**src/rtl/booth_mul_arbiter_if.sv**
```systemverilog
// Bus between the requesters, the round-robin scheduler and the shared Booth core.
// The slave modport is the scheduler's view; master is the environment's view.
interface booth_mul_arbiter_if #(
  parameter int NUM_REQ = 4,
  parameter int DATA_W  = 8
);
  logic [NUM_REQ-1:0]        req_i;
  logic [NUM_REQ*DATA_W-1:0] mcand_i;
  logic [NUM_REQ*DATA_W-1:0] mplier_i;
  logic [NUM_REQ-1:0]        gnt_o;
  logic [NUM_REQ-1:0]        done_o;
  logic [2*DATA_W-1:0]       product_o;
  logic                      err_o;
  logic                      busy_o;
  logic                      mul_enable_o;
  logic [DATA_W-1:0]         mul_a_o;
  logic [DATA_W-1:0]         mul_b_o;
  logic                      mul_finish_i;
  logic [2*DATA_W-1:0]       mul_product_i;

  modport slave (
    input  req_i, mcand_i, mplier_i, mul_finish_i, mul_product_i,
    output gnt_o, done_o, product_o, err_o, busy_o, mul_enable_o, mul_a_o, mul_b_o
  );

  modport master (
    output req_i, mcand_i, mplier_i, mul_finish_i, mul_product_i,
    input  gnt_o, done_o, product_o, err_o, busy_o, mul_enable_o, mul_a_o, mul_b_o
  );
endinterface

```
**src/rtl/booth_mul_arbiter.sv**
```systemverilog
// Round-robin scheduler sharing one Booth multiplier core between NUM_REQ clients,
// with a BUSY timeout and a forced pass through the core's idle state between jobs.
module booth_mul_arbiter #(
  parameter int NUM_REQ     = 4,
  parameter int DATA_W      = 8,
  parameter int TIMEOUT_CYC = 255
) (
  input logic                  clk_i,
  input logic                  reset_i,
  booth_mul_arbiter_if.slave   bus
);
  localparam int PTR_W = $clog2(NUM_REQ);
  localparam int CNT_W = $clog2(TIMEOUT_CYC + 1);

  typedef enum logic [1:0] {ST_IDLE, ST_LOAD, ST_BUSY, ST_RELEASE} state_t;

  state_t               state_q, state_d;
  logic [PTR_W-1:0]     ptr_q, ptr_d;
  logic [NUM_REQ-1:0]   gnt_q, gnt_d;
  logic [NUM_REQ-1:0]   done_q, done_d;
  logic [2*DATA_W-1:0]  product_q, product_d;
  logic                 err_q, err_d;
  logic                 enable_q, enable_d;
  logic [DATA_W-1:0]    a_q, a_d;
  logic [DATA_W-1:0]    b_q, b_d;
  logic [CNT_W-1:0]     cnt_q, cnt_d;

  logic [DATA_W-1:0]    mcand_arr  [NUM_REQ];
  logic [DATA_W-1:0]    mplier_arr [NUM_REQ];
  logic                 win_found;
  logic [PTR_W-1:0]     win_idx;
  logic [PTR_W:0]       idx_ext;

  genvar gi;
  generate
    for (gi = 0; gi < NUM_REQ; gi++) begin : g_unpack
      assign mcand_arr[gi]  = bus.mcand_i[gi*DATA_W +: DATA_W];
      assign mplier_arr[gi] = bus.mplier_i[gi*DATA_W +: DATA_W];
    end
  endgenerate

  // First requester at or above the pointer, wrapping modulo NUM_REQ.
  always_comb begin
    win_found = 1'b0;
    win_idx   = '0;
    idx_ext   = '0;
    for (int i = 0; i < NUM_REQ; i++) begin
      idx_ext = {1'b0, ptr_q} + (PTR_W+1)'(i);
      if (idx_ext >= (PTR_W+1)'(NUM_REQ)) begin
        idx_ext = idx_ext - (PTR_W+1)'(NUM_REQ);
      end
      if (!win_found && bus.req_i[idx_ext[PTR_W-1:0]]) begin
        win_found = 1'b1;
        win_idx   = idx_ext[PTR_W-1:0];
      end
    end
  end

  always_comb begin
    state_d   = state_q;
    ptr_d     = ptr_q;
    gnt_d     = gnt_q;
    done_d    = '0;
    product_d = product_q;
    err_d     = err_q;
    enable_d  = enable_q;
    a_d       = a_q;
    b_d       = b_q;
    cnt_d     = cnt_q;
    case (state_q)
      ST_IDLE: begin
        if (win_found) begin
          gnt_d   = NUM_REQ'(1) << win_idx;
          a_d     = mcand_arr[win_idx];
          b_d     = mplier_arr[win_idx];
          ptr_d   = (win_idx == PTR_W'(NUM_REQ-1)) ? '0 : win_idx + PTR_W'(1);
          state_d = ST_LOAD;
        end
      end
      ST_LOAD: begin
        enable_d = 1'b1;
        cnt_d    = '0;
        state_d  = ST_BUSY;
      end
      ST_BUSY: begin
        cnt_d = cnt_q + CNT_W'(1);
        // A finish seen on the expiry cycle still delivers the real product.
        if (bus.mul_finish_i) begin
          product_d = bus.mul_product_i;
          done_d    = gnt_q;
          gnt_d     = '0;
          enable_d  = 1'b0;
          state_d   = ST_RELEASE;
        end else if (cnt_q == CNT_W'(TIMEOUT_CYC-1)) begin
          err_d     = 1'b1;
          product_d = '0;
          done_d    = gnt_q;
          gnt_d     = '0;
          enable_d  = 1'b0;
          state_d   = ST_RELEASE;
        end
      end
      ST_RELEASE: begin
        if (!bus.mul_finish_i) begin
          state_d = ST_IDLE;
        end
      end
      default: state_d = ST_IDLE;
    endcase
  end

  always_ff @(posedge clk_i) begin
    if (reset_i) begin
      state_q   <= ST_IDLE;
      ptr_q     <= '0;
      gnt_q     <= '0;
      done_q    <= '0;
      product_q <= '0;
      err_q     <= 1'b0;
      enable_q  <= 1'b0;
      a_q       <= '0;
      b_q       <= '0;
      cnt_q     <= '0;
    end else begin
      state_q   <= state_d;
      ptr_q     <= ptr_d;
      gnt_q     <= gnt_d;
      done_q    <= done_d;
      product_q <= product_d;
      err_q     <= err_d;
      enable_q  <= enable_d;
      a_q       <= a_d;
      b_q       <= b_d;
      cnt_q     <= cnt_d;
    end
  end

  assign bus.gnt_o        = gnt_q;
  assign bus.done_o       = done_q;
  assign bus.product_o    = product_q;
  assign bus.err_o        = err_q;
  assign bus.busy_o       = (state_q != ST_IDLE);
  assign bus.mul_enable_o = enable_q;
  assign bus.mul_a_o      = a_q;
  assign bus.mul_b_o      = b_q;
endmodule

```
**src/flat_wrapper.sv**
```systemverilog
// flat-port wrapper written by rule: the top's interface ports become plain ports
module booth_mul_arbiter_flat 
#(
  parameter int NUM_REQ     = 4,
  parameter int DATA_W      = 8,
  parameter int TIMEOUT_CYC = 255
)
  (clk_i, reset_i, bus_req_i, bus_mcand_i, bus_mplier_i, bus_mul_finish_i, bus_mul_product_i, bus_gnt_o, bus_done_o, bus_product_o, bus_err_o, bus_busy_o, bus_mul_enable_o, bus_mul_a_o, bus_mul_b_o);
  booth_mul_arbiter_if #(.NUM_REQ(NUM_REQ), .DATA_W(DATA_W)) bus_i ();
  input logic clk_i;
  input logic reset_i;
  input wire logic [$bits(bus_i.req_i)-1:0] bus_req_i;
  input wire logic [$bits(bus_i.mcand_i)-1:0] bus_mcand_i;
  input wire logic [$bits(bus_i.mplier_i)-1:0] bus_mplier_i;
  input wire logic [$bits(bus_i.mul_finish_i)-1:0] bus_mul_finish_i;
  input wire logic [$bits(bus_i.mul_product_i)-1:0] bus_mul_product_i;
  output wire logic [$bits(bus_i.gnt_o)-1:0] bus_gnt_o;
  output wire logic [$bits(bus_i.done_o)-1:0] bus_done_o;
  output wire logic [$bits(bus_i.product_o)-1:0] bus_product_o;
  output wire logic [$bits(bus_i.err_o)-1:0] bus_err_o;
  output wire logic [$bits(bus_i.busy_o)-1:0] bus_busy_o;
  output wire logic [$bits(bus_i.mul_enable_o)-1:0] bus_mul_enable_o;
  output wire logic [$bits(bus_i.mul_a_o)-1:0] bus_mul_a_o;
  output wire logic [$bits(bus_i.mul_b_o)-1:0] bus_mul_b_o;
  assign bus_i.req_i = bus_req_i;
  assign bus_i.mcand_i = bus_mcand_i;
  assign bus_i.mplier_i = bus_mplier_i;
  assign bus_i.mul_finish_i = bus_mul_finish_i;
  assign bus_i.mul_product_i = bus_mul_product_i;
  assign bus_gnt_o = bus_i.gnt_o;
  assign bus_done_o = bus_i.done_o;
  assign bus_product_o = bus_i.product_o;
  assign bus_err_o = bus_i.err_o;
  assign bus_busy_o = bus_i.busy_o;
  assign bus_mul_enable_o = bus_i.mul_enable_o;
  assign bus_mul_a_o = bus_i.mul_a_o;
  assign bus_mul_b_o = bus_i.mul_b_o;
  booth_mul_arbiter #(.NUM_REQ(NUM_REQ), .DATA_W(DATA_W), .TIMEOUT_CYC(TIMEOUT_CYC)) u_core (.clk_i(clk_i), .reset_i(reset_i), .bus(bus_i));
endmodule
```
**config.mk**
```make
export PLATFORM = sky130hd
export DESIGN_NAME = booth_mul_arbiter_flat
export DESIGN_NICKNAME = d
export VERILOG_FILES = /design/src/rtl/booth_mul_arbiter_if.sv /design/src/rtl/booth_mul_arbiter.sv /design/src/flat_wrapper.sv
export SDC_FILE = /design/constraint.sdc
export NUM_CORES = 1
export LEC_CHECK = 0
export ABC_AREA = 0
export BUFFER_PORTS_ARGS = -buffer_cell sky130_fd_sc_hd__buf_2
export CORE_UTILIZATION = 45
export CTS_CLUSTER_DIAMETER = 200
export CTS_CLUSTER_SIZE = 40
export DETAILED_ROUTE_END_ITERATION = 10
export GPL_TIMING_DRIVEN = 0
export HOLD_SLACK_MARGIN = 0.05
export PLACE_DENSITY = 0.82
export SETUP_SLACK_MARGIN = 0.2
export SLEW_MARGIN = 5
export SYNTH_ARGS = -nofsm -noshare
export SYNTH_HDL_FRONTEND = slang
export SYNTH_SLANG_ARGS = --single-unit
```
**constraint.sdc**
```tcl
create_clock -name clk_i -period 1.8 [get_ports clk_i]
set_input_delay 0.45 -clock clk_i [delete_from_list [all_inputs] [get_ports clk_i]]
set_output_delay 0.45 -clock clk_i [all_outputs]
set_load 0.02 [all_outputs]
```
After elaboration in Yosys (flattened, before gate mapping) --
Index checks and enable logic that the tools add are counted.
Word-level totals: flip-flop bits (word level) 54, output and inout port bits 43, word-level logic and storage cells 102
Operators by class: add/sub/neg operators 9, $lt $le $gt $ge 9, equal/unequal tests 8, shift operators 1, muxes and demuxes 44, bitwise operators 3, reduce and logical (&&, ||, !) cells 18
Operators by type and width (number):
- binary-select mux 8 bit (select 2 bit) | 2
- 2-to-1 mux 16 bit | 2
- 2-to-1 mux 8 bit | 4
- 2-to-1 mux 2 bit | 13
- 2-to-1 mux 4 bit | 5
- case mux 8 bit (2 select lines) | 1
- greater-or-equal comparator 3 bit (second input constant) | 4
- < comparator 2 x 3 -> 1 bit (second input constant) | 4
- 2-to-1 mux 1 bit | 10
- AND reduction 3 bit | 3
- adder 8 x 1 -> 8 bit (second input constant) | 1
- binary-select mux 1 bit (select 2 bit) | 4
- == test 8 bit (second input constant) | 1
- case mux 2 bit (4 select lines) | 1
- case mux 4 bit (2 select lines) | 1
- nonzero test 2 bit | 4
- subtractor 2 x 1 -> 2 bit (second input constant) | 4
- adder 2 x 2 -> 3 bit (second input constant) | 2
- == test 2 bit (second input constant) | 3
- AND reduction 2 bit | 3
- << shifter 1 x 2 -> 4 bit (first input constant) | 1
- adder 2 x 1 -> 3 bit (second input constant) | 1
- greater-or-equal comparator 2 x 3 -> 1 bit (second input constant) | 1
- logical AND 1 bit | 3
- 11 further kinds | 14

Depth between registers and ports, before layout --
word-level depth 18, mapped depth 8, depth with buffers taken out 7

Worst setup path before layout --
Ideal clock, no wire load.
path type input -> register, start point input bus_req_i[0], end point register u_core.a_q[0] (netlist: u_core.bus.mul_a_o[0]), data arrival time 1.525 ns, setup slack 0.140 ns, stages 7, cells stage by stage buf_6 -> and2b_1 -> nor2_1 -> o221a_2 -> buf_4 -> a222oi_1 -> a211oi_1
Between the ends: cells in the longest elaborated chain, start to end 16
Ends and longest elaborated chain:
- start, declared | RTL line flat_wrapper.sv:12 | input wire logic [$bits(bus_i.req_i)-1:0] bus_req_i;
- binary-select mux 1 bit (select 2 bit) | RTL line booth_mul_arbiter.sv:52 | if (!win_found && bus.req_i[idx_ext[PTR_W-1:0]]) begin
- 2-to-1 mux 1 bit (not written as such) | RTL line booth_mul_arbiter.sv:52
- 2-to-1 mux 1 bit | RTL line booth_mul_arbiter.sv:52
- logical NOT 1 bit | RTL line booth_mul_arbiter.sv:52
- logical AND 1 bit | RTL line booth_mul_arbiter.sv:52
- 2-to-1 mux 1 bit | RTL line booth_mul_arbiter.sv:52
- logical NOT 1 bit | RTL line booth_mul_arbiter.sv:52
- logical AND 1 bit | RTL line booth_mul_arbiter.sv:52
- 2-to-1 mux 1 bit | RTL line booth_mul_arbiter.sv:52
- logical NOT 1 bit | RTL line booth_mul_arbiter.sv:52
- logical AND 1 bit | RTL line booth_mul_arbiter.sv:52
- 2-to-1 mux 2 bit | RTL line booth_mul_arbiter.sv:52
- inverter 2 -> 3 bit (not written as such) | RTL line booth_mul_arbiter.sv:74 | a_d = mcand_arr[win_idx];
- binary-select mux 8 bit (select 2 bit) | RTL line booth_mul_arbiter.sv:74
- 2-to-1 mux 8 bit (not written as such) (2 in series) | RTL line booth_mul_arbiter.sv:74
- end signal, assigned | RTL line booth_mul_arbiter.sv:121 | a_q <= '0;
- end signal, assigned | RTL line booth_mul_arbiter.sv:132 | a_q <= a_d;
- end, declared | RTL line booth_mul_arbiter.sv:24 | logic [DATA_W-1:0] a_q, a_d;
Parallel ways exist; a longest one is shown, timed or not. The select of a mux whose other input is x is not followed. A chain may end at the register's enable or synchronous reset.

Final worst setup path --
start point register u_core.ptr_q[1], end point register u_core.a_q[1] (netlist: u_core.bus.mul_a_o[1])
Between the ends: cells in the longest elaborated chain, start to end 18
Ends and longest elaborated chain:
- start, declared | RTL line booth_mul_arbiter.sv:18 | logic [PTR_W-1:0] ptr_q, ptr_d;
- start signal, assigned | RTL line booth_mul_arbiter.sv:126 | ptr_q <= ptr_d;
- branches (longest 18 deep; another with adder 2 x 1 -> 3 bit)
Parallel ways; which one is timed is not known. The select of a mux whose other input is x is not followed.

==> flow_summary_export.csv <==
group,metric,value,unit
floorplan,die_w,76.1,um
critical_path,r2r-start,"u_core.ptr_q[1]",
cts,cts.sinks,54,
power,vdd_drop_max,744,uV
global_route,grt_pass1_vias,2498,
power,combPwrFrac,51.6,%
synth,syn_inst,263,
cells_and_area,fin_cells,480,
critical_path,worstSetupStartpointType,"flop",
detailed_routing,avgRoutedWirePerCell,14.8,um
placement,hpwl,4980,um
min_path,hp-start,"bus_mul_product_i[10]",
critical_path,worst-path-max-fanout,7,
sta,slew_headroom,64.9,%
sta,maxSlewViolCount,0,
detailed_routing,maxUsedRoutingLayer,"met4",
power,p_seq_share,33.8,%
detailed_routing,drtIter0Drc,231,
min_path,worst_hold_path_type,"primary input to flop",
cts,cts_tree,"built",
synth,synth-compound-area-share,29.8,%
sta,tightest_slew,0.527,ns
sta,rsz0062_at_grt,"yes",
synth,synth_top_family_by_area,"compound AO/OA/AOI/OAI gates",
cts,cts.clk_slew.worst_paths,0.11,ns
synth,synth.mux.area_fraction,0.405,%
power,powerDensity,1380,mW/mm^2
placement,gp_congestion,0.770,
detailed_routing,wl_met3,499,um
synth,synth_cell_type_count,43,
power,intPower,2890,uW
detailed_routing,routed_via_density,5.46,
power,sw_frac_of_total,41.0,%
detailed_routing,wl_met2,3640,um
synth,syn_area,0.00247,sq mm
critical_path,crit_start,"u_core.ptr_q[1]",
power,total_power,4890,uW
global_route,antenna_found_initial,0,
global_route,grt_max_degree,20,
power,p_clk_share,14.6,%
floorplan,start_util,47.5,%
status,outcome,"finished, final reports clean",
cts,cts_buffers,5,
floorplan,die_area,0.00579,sq mm
critical_path,ff2ff_setup_slack,0.21,ns
detailed_routing,dr.pass1.iters,5,
sta,setup_viol_count_final,0,
job,maxCapViolCount,0,
global_route,grt_util_all_layers,24.6,%
floorplan,rows,26,
synth,synth_edf_count,0,
global_route,grt_pass1_wl,11500,um
floorplan,core_region_area,0.00520,sq mm
sta,period_share,88.2,%
detailed_routing,ant_nets,0,
power,p_leak,0.00166,uW
critical_path,critical_path_class,"flop to flop",
cts,cts_root_buffer,"clkbuf_8",
synth,ys_seq_elements,54,
cts,clk_latency,0.31,ns
floorplan,io_pins,130,
cells_and_area,drive_gt1_share,45.9,%
sta,worst_clock_skew,0.00689,ns
sta,holdWs,0.360,ns
placement,place_inst,460,
synth,ys_seq_area_share,43.7,%
critical_path,end_kind,"flop",
cts,cts.path.max_buffers,2,
detailed_routing,routed_wl,7100,um
sta,hold_violations,0,
synth,synth-main-ff-cell,"dfxtp_1",
floorplan,die_height,76.1,um
global_route,gr-total-overflow,0,
synth,synthAdderAreaFrac,2.53,%
placement,port_buffers,127,
cells_and_area,diodes,0,
critical_path,arrival,1.77,ns
synth,synthXorXnorAreaFrac,1.42,%
synth,yosys.area_share.simple,14.8,%
sta,fmax,0.630,GHz
detailed_routing,wl_met1,2900,um
synth,postSynthNetCount,355,
detailed_routing,num_vias,2623,
critical_path,critPathRequiredTime,1.98,ns
power,switchingPower,2010,uW
cts,cts-htree-levels,2,
synth,ys_warn_count,0,
cells_and_area,syn_to_final_growth,43.2,%
sta,period_minus_slack,1.59,ns
synth,synthArstFlopShare,0,%
cells_and_area,nets,501,
detailed_routing,drc_errors,0,
synth,syn_area_per_cell,9.40,sq um
[synthesized netlist by cell type (4+ instances only)]
cell type	instances	area [sq um]
a22o_1	20	175
buf_4	4	30.0
and2_1	4	25.0
ha_1	5	62.6
clkbuf_1	7	26.3
a222oi_1	16	160
nand3_1	4	20.0
inv_1	6	22.5
nand2b_1	6	37.5
nor2_1	31	116
xor2_1	4	35.0
nand4_1	4	25.0
o21ai_0	10	50.1
nand2_1	9	33.8
a21oi_1	26	130
dfxtp_1	54	1080
a211oi_1	16	120
[worst max-delay path, stage by stage, from the launching register on]
cell      delay, ns
dfxtp_2        0.35
buf_6          0.14
inv_6          0.04
o221a_4        0.29
buf_6          0.14
a222oi_1       0.37
a211oi_1       0.13
[worst paths after layout]
path              cells after the start                        to
setup reg to reg                      6     u_core.bus.mul_a_o[1]
hold / removal                        2  u_core.bus.product_o[10]
setup / recovery                      6     u_core.bus.mul_a_o[1]
hold reg to reg                       2   u_core.bus.mul_enable_o
[power by group through the flow]
stage | Combinational [uW] | Clock (uW) | Sequential (uW)
after floorplan | 1220 | 0 | 1980
after global placement | 2160 | 0 | 1650
after detailed placement | 2200 | 0 | 1660
after CTS | 2390 | 724 | 1650
after global routing | 2730 | 784 | 1700
final | 2530 | 714 | 1650
[final cells by class]
class                           instances  area, sq um
Fill cell                             449         1660
Multi-Input combinational cell        182         1290
Sequential cell                        54         1090
Timing Repair Buffer                  139          737
Buffer                                 21          213
Tap cell                               70         87.6
Clock buffer                            5         68.8
Inverter                                6         30.0
Clock inverter                          3         28.8
[layer usage]
metal / GRT usage (%) / vias up
li1: - / 1281
met4: 6.15 / 0
met2: 44.5 / 128
met5: 0 / -
met1: 29.2 / 1208
met3: 5.51 / 6
[sequential cells by signal (all words and copies together) (netlist names)]
| name | count |
|---|---|
| u_core.bus.mul_enable_o | 1 |
| u_core.ptr_q | 2 |
| u_core.bus.gnt_o | 4 |
| u_core.cnt_q | 8 |
| u_core.bus.product_o | 16 |
| u_core.state_q | 2 |
| u_core.bus.done_o | 4 |
| u_core.bus.err_o | 1 |
| u_core.bus.mul_b_o | 8 |
| u_core.bus.mul_a_o | 8 |
[layout by cell type, fill, tap and decap left out, drive strengths merged, types with 2 or more instances in the layout]
cell	synthesis	routed
dfxtp	54	54
a221oi	2	2
inv	6	7
a21oi	26	26
a211oi	16	16
clkinv	0	2
nand3	4	4
nor3	3	3
clkbuf	10	12
nor2b	3	3
nand2	9	9
nand4	4	4
xor2	4	4
ha	5	5
or3	2	2
a22o	20	20
buf	11	153
o221a	2	2
nand2b	6	6
a222oi	16	16
and2	4	4
o21ai	11	11
nor2	32	32
[per-stage QoR]
stage / worst slack (ns) / TNS, ns / util, % / instance area, sq um
final: 0.213 / 0 / 68.0 / 3540
after global routing: 0.143 / 0 / 68.0 / 3540
after global placement: -0.169 / -0.732 / 61.7 / 3210
after detailed placement: -0.179 / -1.26 / 61.7 / 3210
after floorplan: 0.178 / 0 / - / 2490
after CTS: 0.205 / 0 / 66.1 / 3440
[cell families (layout without fill, tap and decap cells)]
logic type                 Yosys count  after routing
buffers and inverters               27            174
DFF                                 54             54
and+or+nand+nor                     74             74
xor gates and xnor gates             4              4
muxes                                1              1
adders and majority gates            5              5
AOI/OAI and AO/OA                   98             98
[timing repair]
item                       4_1_cts  5_1_grt
pin swaps                        4       23
setup endpoints to repair       34       43
gates resized for setup         27       26
hold buffers                     0        0
buffers inserted                 7        4
gates cloned                     1        0
No activity file was read; power rests on OpenSTA's default activity.
